**config.mk**
```make
export PLATFORM = sky130hd
export DESIGN_NAME = serial_add_ctrl_flat
export DESIGN_NICKNAME = d
export VERILOG_FILES = /design/src/rtl/serial_add_ctrl_pkg.sv /design/src/rtl/serial_add_ctrl_if.sv /design/src/rtl/serial_add_ctrl_fa_mux8_cell.sv /design/src/rtl/serial_add_ctrl.sv /design/src/flat_wrapper.sv
export SDC_FILE = /design/constraint.sdc
export NUM_CORES = 1
export LEC_CHECK = 0
export ABC_AREA = 1
export BUFFER_PORTS_ARGS = -buffer_cell sky130_fd_sc_hd__buf_2
export CORE_ASPECT_RATIO = 1.25
export CORE_MARGIN = 2
export CORE_UTILIZATION = 59
export DETAILED_ROUTE_END_ITERATION = 16
export PLACE_DENSITY_LB_ADDON = 0.08
export SLEW_MARGIN = 20
export SYNTH_ARGS = -nofsm -noshare
export SYNTH_HDL_FRONTEND = slang
export SYNTH_SLANG_ARGS = --single-unit
```
**constraint.sdc**
```tcl
create_clock -name clk -period 3.2 [get_ports clk]
set_input_delay 0.64 -clock clk [delete_from_list [all_inputs] [get_ports clk]]
set_output_delay 0.64 -clock clk [all_outputs]
set_load 0.01 [all_outputs]
```
**src/rtl/serial_add_ctrl_pkg.sv**
```systemverilog
// Shared definitions for the bit-serial adder controller: FSM states and
// the full-adder truth tables used as mux tie-offs (bit k = cell input ik).
package serial_add_pkg;

  typedef enum logic [1:0] {
    ST_IDLE = 2'd0,
    ST_RUN  = 2'd1,
    ST_DONE = 2'd2
  } state_e;

  localparam logic [7:0] FA_SUM_TBL = 8'b1001_0110;
  localparam logic [7:0] FA_CRY_TBL = 8'b1110_1000;

endpackage

```
**src/rtl/serial_add_ctrl_if.sv**
```systemverilog
// Requester-side bundle of the serial adder: start/done handshake, operands
// and the held result.
interface serial_add_ctrl_if #(
  parameter int unsigned WIDTH = 8
);

  logic             start;
  logic [WIDTH-1:0] a;
  logic [WIDTH-1:0] b;
  logic             cin;
  logic             busy;
  logic             done;
  logic [WIDTH-1:0] sum;
  logic             cout;

  modport master (
    output start, a, b, cin,
    input  busy, done, sum, cout
  );

  modport slave (
    input  start, a, b, cin,
    output busy, done, sum, cout
  );

endinterface

```
**src/rtl/serial_add_ctrl_fa_mux8_cell.sv**
```systemverilog
// One-bit full adder built as two 8:1 muxes selecting from constant tables;
// s_i = {a, b, carry_in}.
module fa_mux8_cell
  import serial_add_pkg::*;
(
  input  logic [2:0] s_i,
  output logic       sum_o,
  output logic       carry_o
);

  always_comb begin
    sum_o   = FA_SUM_TBL[s_i];
    carry_o = FA_CRY_TBL[s_i];
  end

endmodule

```
**src/rtl/serial_add_ctrl.sv**
```systemverilog
// Bit-serial adder controller: one shared full-adder cell walks the operands
// LSB first over WIDTH cycles, then publishes {cout,sum} with a done pulse.
module serial_add_ctrl
  import serial_add_pkg::*;
#(
  parameter int unsigned WIDTH = 8
) (
  input  logic            clk,
  input  logic            rst,
  serial_add_ctrl_if.slave bus
);

  localparam int unsigned CW = $clog2(WIDTH);

  state_e           state_q, state_d;
  logic [WIDTH-1:0] a_sh_q, a_sh_d;
  logic [WIDTH-1:0] b_sh_q, b_sh_d;
  logic [WIDTH-1:0] sum_sh_q, sum_sh_d;
  logic             c_q, c_d;
  logic [CW-1:0]    cnt_q, cnt_d;
  logic [WIDTH-1:0] sum_q, sum_d;
  logic             cout_q, cout_d;
  logic             busy_q, busy_d;
  logic             done_q, done_d;

  logic             cell_sum;
  logic             cell_carry;

  fa_mux8_cell u_cell (
    .s_i     ({a_sh_q[0], b_sh_q[0], c_q}),
    .sum_o   (cell_sum),
    .carry_o (cell_carry)
  );

  always_ff @(posedge clk or posedge rst) begin
    if (rst) begin
      state_q  <= ST_IDLE;
      a_sh_q   <= '0;
      b_sh_q   <= '0;
      sum_sh_q <= '0;
      c_q      <= 1'b0;
      cnt_q    <= '0;
      sum_q    <= '0;
      cout_q   <= 1'b0;
      busy_q   <= 1'b0;
      done_q   <= 1'b0;
    end else begin
      state_q  <= state_d;
      a_sh_q   <= a_sh_d;
      b_sh_q   <= b_sh_d;
      sum_sh_q <= sum_sh_d;
      c_q      <= c_d;
      cnt_q    <= cnt_d;
      sum_q    <= sum_d;
      cout_q   <= cout_d;
      busy_q   <= busy_d;
      done_q   <= done_d;
    end
  end

  always_comb begin
    state_d  = state_q;
    a_sh_d   = a_sh_q;
    b_sh_d   = b_sh_q;
    sum_sh_d = sum_sh_q;
    c_d      = c_q;
    cnt_d    = cnt_q;
    sum_d    = sum_q;
    cout_d   = cout_q;
    done_d   = 1'b0;

    unique case (state_q)
      ST_IDLE: begin
        if (bus.start) begin
          a_sh_d   = bus.a;
          b_sh_d   = bus.b;
          c_d      = bus.cin;
          cnt_d    = '0;
          sum_sh_d = '0;
          state_d  = ST_RUN;
        end
      end
      ST_RUN: begin
        a_sh_d   = a_sh_q >> 1;
        b_sh_d   = b_sh_q >> 1;
        sum_sh_d = {cell_sum, sum_sh_q[WIDTH-1:1]};
        c_d      = cell_carry;
        // Counter parks at WIDTH-1 so it never leaves its legal range.
        if (cnt_q == CW'(WIDTH - 1)) begin
          state_d = ST_DONE;
        end else begin
          cnt_d = cnt_q + CW'(1);
        end
      end
      ST_DONE: begin
        sum_d   = sum_sh_q;
        cout_d  = c_q;
        done_d  = 1'b1;
        state_d = ST_IDLE;
      end
      default: state_d = ST_IDLE;
    endcase

    busy_d = (state_d != ST_IDLE);
  end

  assign bus.busy = busy_q;
  assign bus.done = done_q;
  assign bus.sum  = sum_q;
  assign bus.cout = cout_q;

endmodule

```
**src/flat_wrapper.sv**
```systemverilog
// flat-port wrapper written by rule: the top's interface ports become plain ports
module serial_add_ctrl_flat import serial_add_pkg::*;
#(
  parameter int unsigned WIDTH = 8
)
  (clk, rst, bus_start, bus_a, bus_b, bus_cin, bus_busy, bus_done, bus_sum, bus_cout);
  serial_add_ctrl_if #(.WIDTH(WIDTH)) bus_i ();
  input  logic clk;
  input  logic rst;
  input wire logic [$bits(bus_i.start)-1:0] bus_start;
  input wire logic [$bits(bus_i.a)-1:0] bus_a;
  input wire logic [$bits(bus_i.b)-1:0] bus_b;
  input wire logic [$bits(bus_i.cin)-1:0] bus_cin;
  output wire logic [$bits(bus_i.busy)-1:0] bus_busy;
  output wire logic [$bits(bus_i.done)-1:0] bus_done;
  output wire logic [$bits(bus_i.sum)-1:0] bus_sum;
  output wire logic [$bits(bus_i.cout)-1:0] bus_cout;
  assign bus_i.start = bus_start;
  assign bus_i.a = bus_a;
  assign bus_i.b = bus_b;
  assign bus_i.cin = bus_cin;
  assign bus_busy = bus_i.busy;
  assign bus_done = bus_i.done;
  assign bus_sum = bus_i.sum;
  assign bus_cout = bus_i.cout;
  serial_add_ctrl #(.WIDTH(WIDTH)) u_core (.clk(clk), .rst(rst), .bus(bus_i));
endmodule
```
==> impl_metrics.sql <==
INSERT INTO impl_metrics (metric_group, metric, value, unit) VALUES
('synth', 'synth.net_count', '227', ''),
('finish', 'area.sequential', '0.001026', 'mm^2'),
('floorplan', 'pin_count', '31', ''),
('routing', 'final_antenna_net_count', '0', ''),
('routing', 'drt-wirelength-per-cell', '12.11', 'um'),
('grt', 'grt_antenna_before_repair', '0', ''),
('synth', 'postSynthCellCount', '203', ''),
('clocking', 'numClockSinks', '41', ''),
('finish', 'post_route_cells_drive_above_1_share', '23.93', '%'),
('timing', 'rsz_0062_raised_after_global_routing', 'false', ''),
('routing', 'drt-pass1-iter-count', '4', ''),
('timing', 'final_max_slew_violation_count', '0', ''),
('routing', 'drtIter0Drc', '30', ''),
('critical_path', 'startpoint_type', 'register', ''),
('synth', 'netlist_area', '0.001863', 'mm^2'),
('clocking', 'worst_setup_hold_path_clk_slew', '0.11', 'ns'),
('timing', 'finalHoldViolations', '0', ''),
('critical_path', 'cp.required', '3.42', 'ns'),
('timing', 'timing.final.crit_share', '48.81', '%'),
('finish', 'antennaDiodeCount', '0', ''),
('floorplan', 'initial_core_utilization', '62.67', '%'),
('finish', 'num-nets-final', '258', ''),
('pwr', 'power.ir.vdd_worst', '0.5863', 'mV'),
('grt', 'first_global_vias', '1304', ''),
('routing', 'detail_route.drc_violations', '0', ''),
('finish', 'layout.filler_cells', '240', ''),
('outcome', 'status', 'finished, final reports clean', ''),
('clocking', 'h-tree-depth', '2', ''),
('critical_path', 'reg2reg_depth', '6', ''),
('routing', 'route.final.wire_length', '3271', 'um'),
('grt', 'wire_length_of_the_first_global_routing_pass', '5430', 'um'),
('timing', 'skew', '0.006159', 'ns'),
('synth', 'yosysWarningCount', '0', ''),
('grt', 'grt-ovfl-total', '0', ''),
('synth', 'synth_seq_area_share', '55.07', '%'),
('placement', 'place.port_buffers', '30', ''),
('floorplan', 'fp.dieH', '66.83', 'um'),
('grt', 'pin_count_of_the_biggest_net_entering_global_routing', '42', ''),
('floorplan', 'placementRows', '22', ''),
('clocking', 'clk_latency', '0.34', 'ns'),
('placement', 'place_congestion', '0.8091', ''),
('clocking', 'cts_max_path_buffers', '2', ''),
('critical_path', 'worst_r2r_endpoint', 'u_core.a_sh_q[2]$_DFFE_PP0P_', ''),
('clocking', 'post-cts-setup-buffers', '0', ''),
('synth', 'syn_area_per_cell', '9.178', 'um^2'),
('routing', 'post_drt_via_cell_ratio', '5.122', ''),
('timing', 'setup_viol', '0', ''),
('finish', 'multiInputGateArea', '621.8', 'um^2'),
('flow_run', 'maxCapViolations', '0', ''),
('clocking', 'ctsResizeCount', '0', ''),
('placement', 'detailed_place.area', '0.002001', 'mm^2'),
('pwr', 'p_per_area', '940.7', 'mW/mm^2'),
('timing', 'worst_pin_slew', '0.4993', 'ns'),
('synth', 'yosys_register_bits', '41', ''),
('critical_path', 'crit_path_max_fanout', '34', ''),
('timing', 'timing.final.crit_period', '1.562', 'ns'),
('synth', 'synth.lib_cells_used.distinct', '20', ''),
('grt', 'globalRouteTotalUtil', '21.23', '%'),
('clocking', 'tritoncts', 'built', ''),
('timing', 'slew-limit-headroom', '66.71', '%'),
('floorplan', 'die_area', '0.003626', 'mm^2'),
('finish', 'syn2layout_area_growth', '10.34', '%'),
('hold_path', 'timing.hold.worst.class', 'primary input to asynchronous set/reset pin', ''),
('pwr', 'post-layout-total-power', '1934', 'uW'),
('placement', 'detailed_placement_hpwl', '2319', 'um'),
('timing', 'finalSetupTns', '0', 'ns'),
('floorplan', 'die_w', '54.26', 'um'),
('finish', 'layout.cell_area.non_filler', '0.002056', 'mm^2'),
('clocking', 'tritoncts.num_buffers', '5', ''),
('timing', 'fmax', '640.2', 'MHz'),
('critical_path', 'timing.critical_path.arrival', '1.79', 'ns'),
('pwr', 'power_leakage', '0.001142', 'uW'),
('critical_path', 'rr_startpoint', 'u_core.state_q[1]$_DFF_PP0_', ''),
('clocking', 'number_of_buffers_inserted_by_hold_repair_at_cts', '0', ''),
('critical_path', 'endpoint_kind', 'register', ''),
('critical_path', 'worstSetupPathType', 'register to register', ''),
('clocking', 'clk_root_buffer_cell', 'sky130_fd_sc_hd__clkbuf_4', ''),
('floorplan', 'fp.coreArea', '0.002973', 'mm^2'),
('timing', 'worst_hold_slack', '0.4017', 'ns'),
('routing', 'vias_after_detailed_routing', '1383', ''),
('critical_path', 'regToRegSetupSlack', '1.64', 'ns');
==> layout make-up <==
type / instances / area share [%]
sequential: 41 / 49.91
multi-input combinational: 115 / 30.25
timing repair buffer: 31 / 7.669
inverter: 40 / 7.304
clock buffer: 7 / 2.678
tap: 36 / 2.191
==> cells in the final DEF (no fill, tap or decap), types with 2 or more instances in the layout <==
master	n
sky130_fd_sc_hd__a21oi_1	2
sky130_fd_sc_hd__buf_2	30
sky130_fd_sc_hd__clkbuf_4	5
sky130_fd_sc_hd__dfrtp_1	41
sky130_fd_sc_hd__ha_1	4
sky130_fd_sc_hd__inv_1	38
sky130_fd_sc_hd__inv_2	2
sky130_fd_sc_hd__nand2_1	49
sky130_fd_sc_hd__nand2_2	2
sky130_fd_sc_hd__nand2_4	2
sky130_fd_sc_hd__nand3_1	18
sky130_fd_sc_hd__nor2_1	4
sky130_fd_sc_hd__o21ai_0	12
sky130_fd_sc_hd__o21ai_2	11
sky130_fd_sc_hd__o22ai_1	7
==> cells by family after synthesis <==
group                      after synthesis  share of synthesized area [%]
adders and majority gates                4                          2.686
AOI/OAI and AO/OA                       34                          12.22
xor gates and xnor gates                 1                         0.4702
and+or+nand+nor                         76                          18.00
DFF                                     41                          55.07
buffers and inverters                   47                          11.55
==> per-stage QoR <==
step	setup WS (ns)	utilization [%]	std cells
global placement	1.651	67.30	263
floorplan	1.614	-	203
finish	1.638	69.15	270
CTS	1.626	69.15	270
detailed placement	1.588	67.30	263
global route	1.483	69.15	270
==> routing by layer <==
| layer | part of all wire (%) | global-route usage (%) | up-vias |
|---|---|---|---|
| met5 | 0 | 0 | - |
| met4 | 2.5 | 9.688 | 0 |
| met3 | 4.4 | 6.054 | 8 |
| met2 | 51 | 37.50 | 34 |
| li1 | - | - | 692 |
| met1 | 42 | 22.44 | 649 |
==> where the power goes <==
group          switching [uW]  internal, uW  total [uW]
registers                94.9           731         825
clock network             151           104         254
logic                     535           319         854
total                     780          1150        1930
==> synth_stat cells <==
cell type                  count  area share, %
sky130_fd_sc_hd__o21ai_1       1           0.27
sky130_fd_sc_hd__nor2_1        4           0.81
sky130_fd_sc_hd__ha_1          4            2.7
sky130_fd_sc_hd__inv_1        38            7.7
sky130_fd_sc_hd__nand3_1      18            4.8
sky130_fd_sc_hd__xnor2_1       1           0.47
sky130_fd_sc_hd__a21oi_1       2           0.54
sky130_fd_sc_hd__nand2_4       2            1.2
sky130_fd_sc_hd__buf_4         2           0.81
sky130_fd_sc_hd__o22ai_2       1           0.67
sky130_fd_sc_hd__o21ai_2      11            5.2
sky130_fd_sc_hd__o22ai_1       7            2.4
sky130_fd_sc_hd__nor2_4        1           0.60
sky130_fd_sc_hd__dfrtp_1      41             55
sky130_fd_sc_hd__o21ai_0      12            3.2
sky130_fd_sc_hd__clkbuf_2      1           0.27
sky130_fd_sc_hd__nand2_1      49            9.9
sky130_fd_sc_hd__nand2_2       2           0.67
sky130_fd_sc_hd__buf_6         4            2.4
sky130_fd_sc_hd__inv_2         2           0.40
==> sequential cells by signal, summed over array words and instances (netlist names) <==
signal	flops
u_core.bus.busy	1
u_core.sum_sh_q	8
u_core.c_q	1
u_core.cnt_q	3
u_core.a_sh_q	8
u_core.bus.cout	1
u_core.state_q	2
u_core.b_sh_q	8
u_core.bus.sum	8
u_core.bus.done	1
==> worst max-delay path by stage <==
stage / slack, ns / depth (start not counted) / end / startpoint
floorplan: 1.61 / 1 / u_core.a_sh_q[0]$_DFFE_PP0P_ / rst
global placement: 1.65 / 6 / u_core.a_sh_q[1]$_DFFE_PP0P_ / bus_start
detailed placement: 1.59 / 6 / u_core.a_sh_q[2]$_DFFE_PP0P_ / bus_start
CTS: 1.63 / 6 / u_core.a_sh_q[2]$_DFFE_PP0P_ / u_core.state_q[1]$_DFF_PP0_
global route: 1.48 / 6 / u_core.a_sh_q[2]$_DFFE_PP0P_ / u_core.state_q[1]$_DFF_PP0_
finish: 1.64 / 6 / u_core.a_sh_q[2]$_DFFE_PP0P_ / u_core.state_q[1]$_DFF_PP0_
==> critical path, stage by stage (launching register included) <==
cell and delay [ns]:
sky130_fd_sc_hd__dfrtp_1 0.45, sky130_fd_sc_hd__inv_2 0.10, sky130_fd_sc_hd__nand2_4 0.18, sky130_fd_sc_hd__nand2_4 0.40, sky130_fd_sc_hd__inv_1 0.16, sky130_fd_sc_hd__nand2_1 0.09
sky130_fd_sc_hd__nand3_1 0.07
Power figures use the tool's default switching activity.
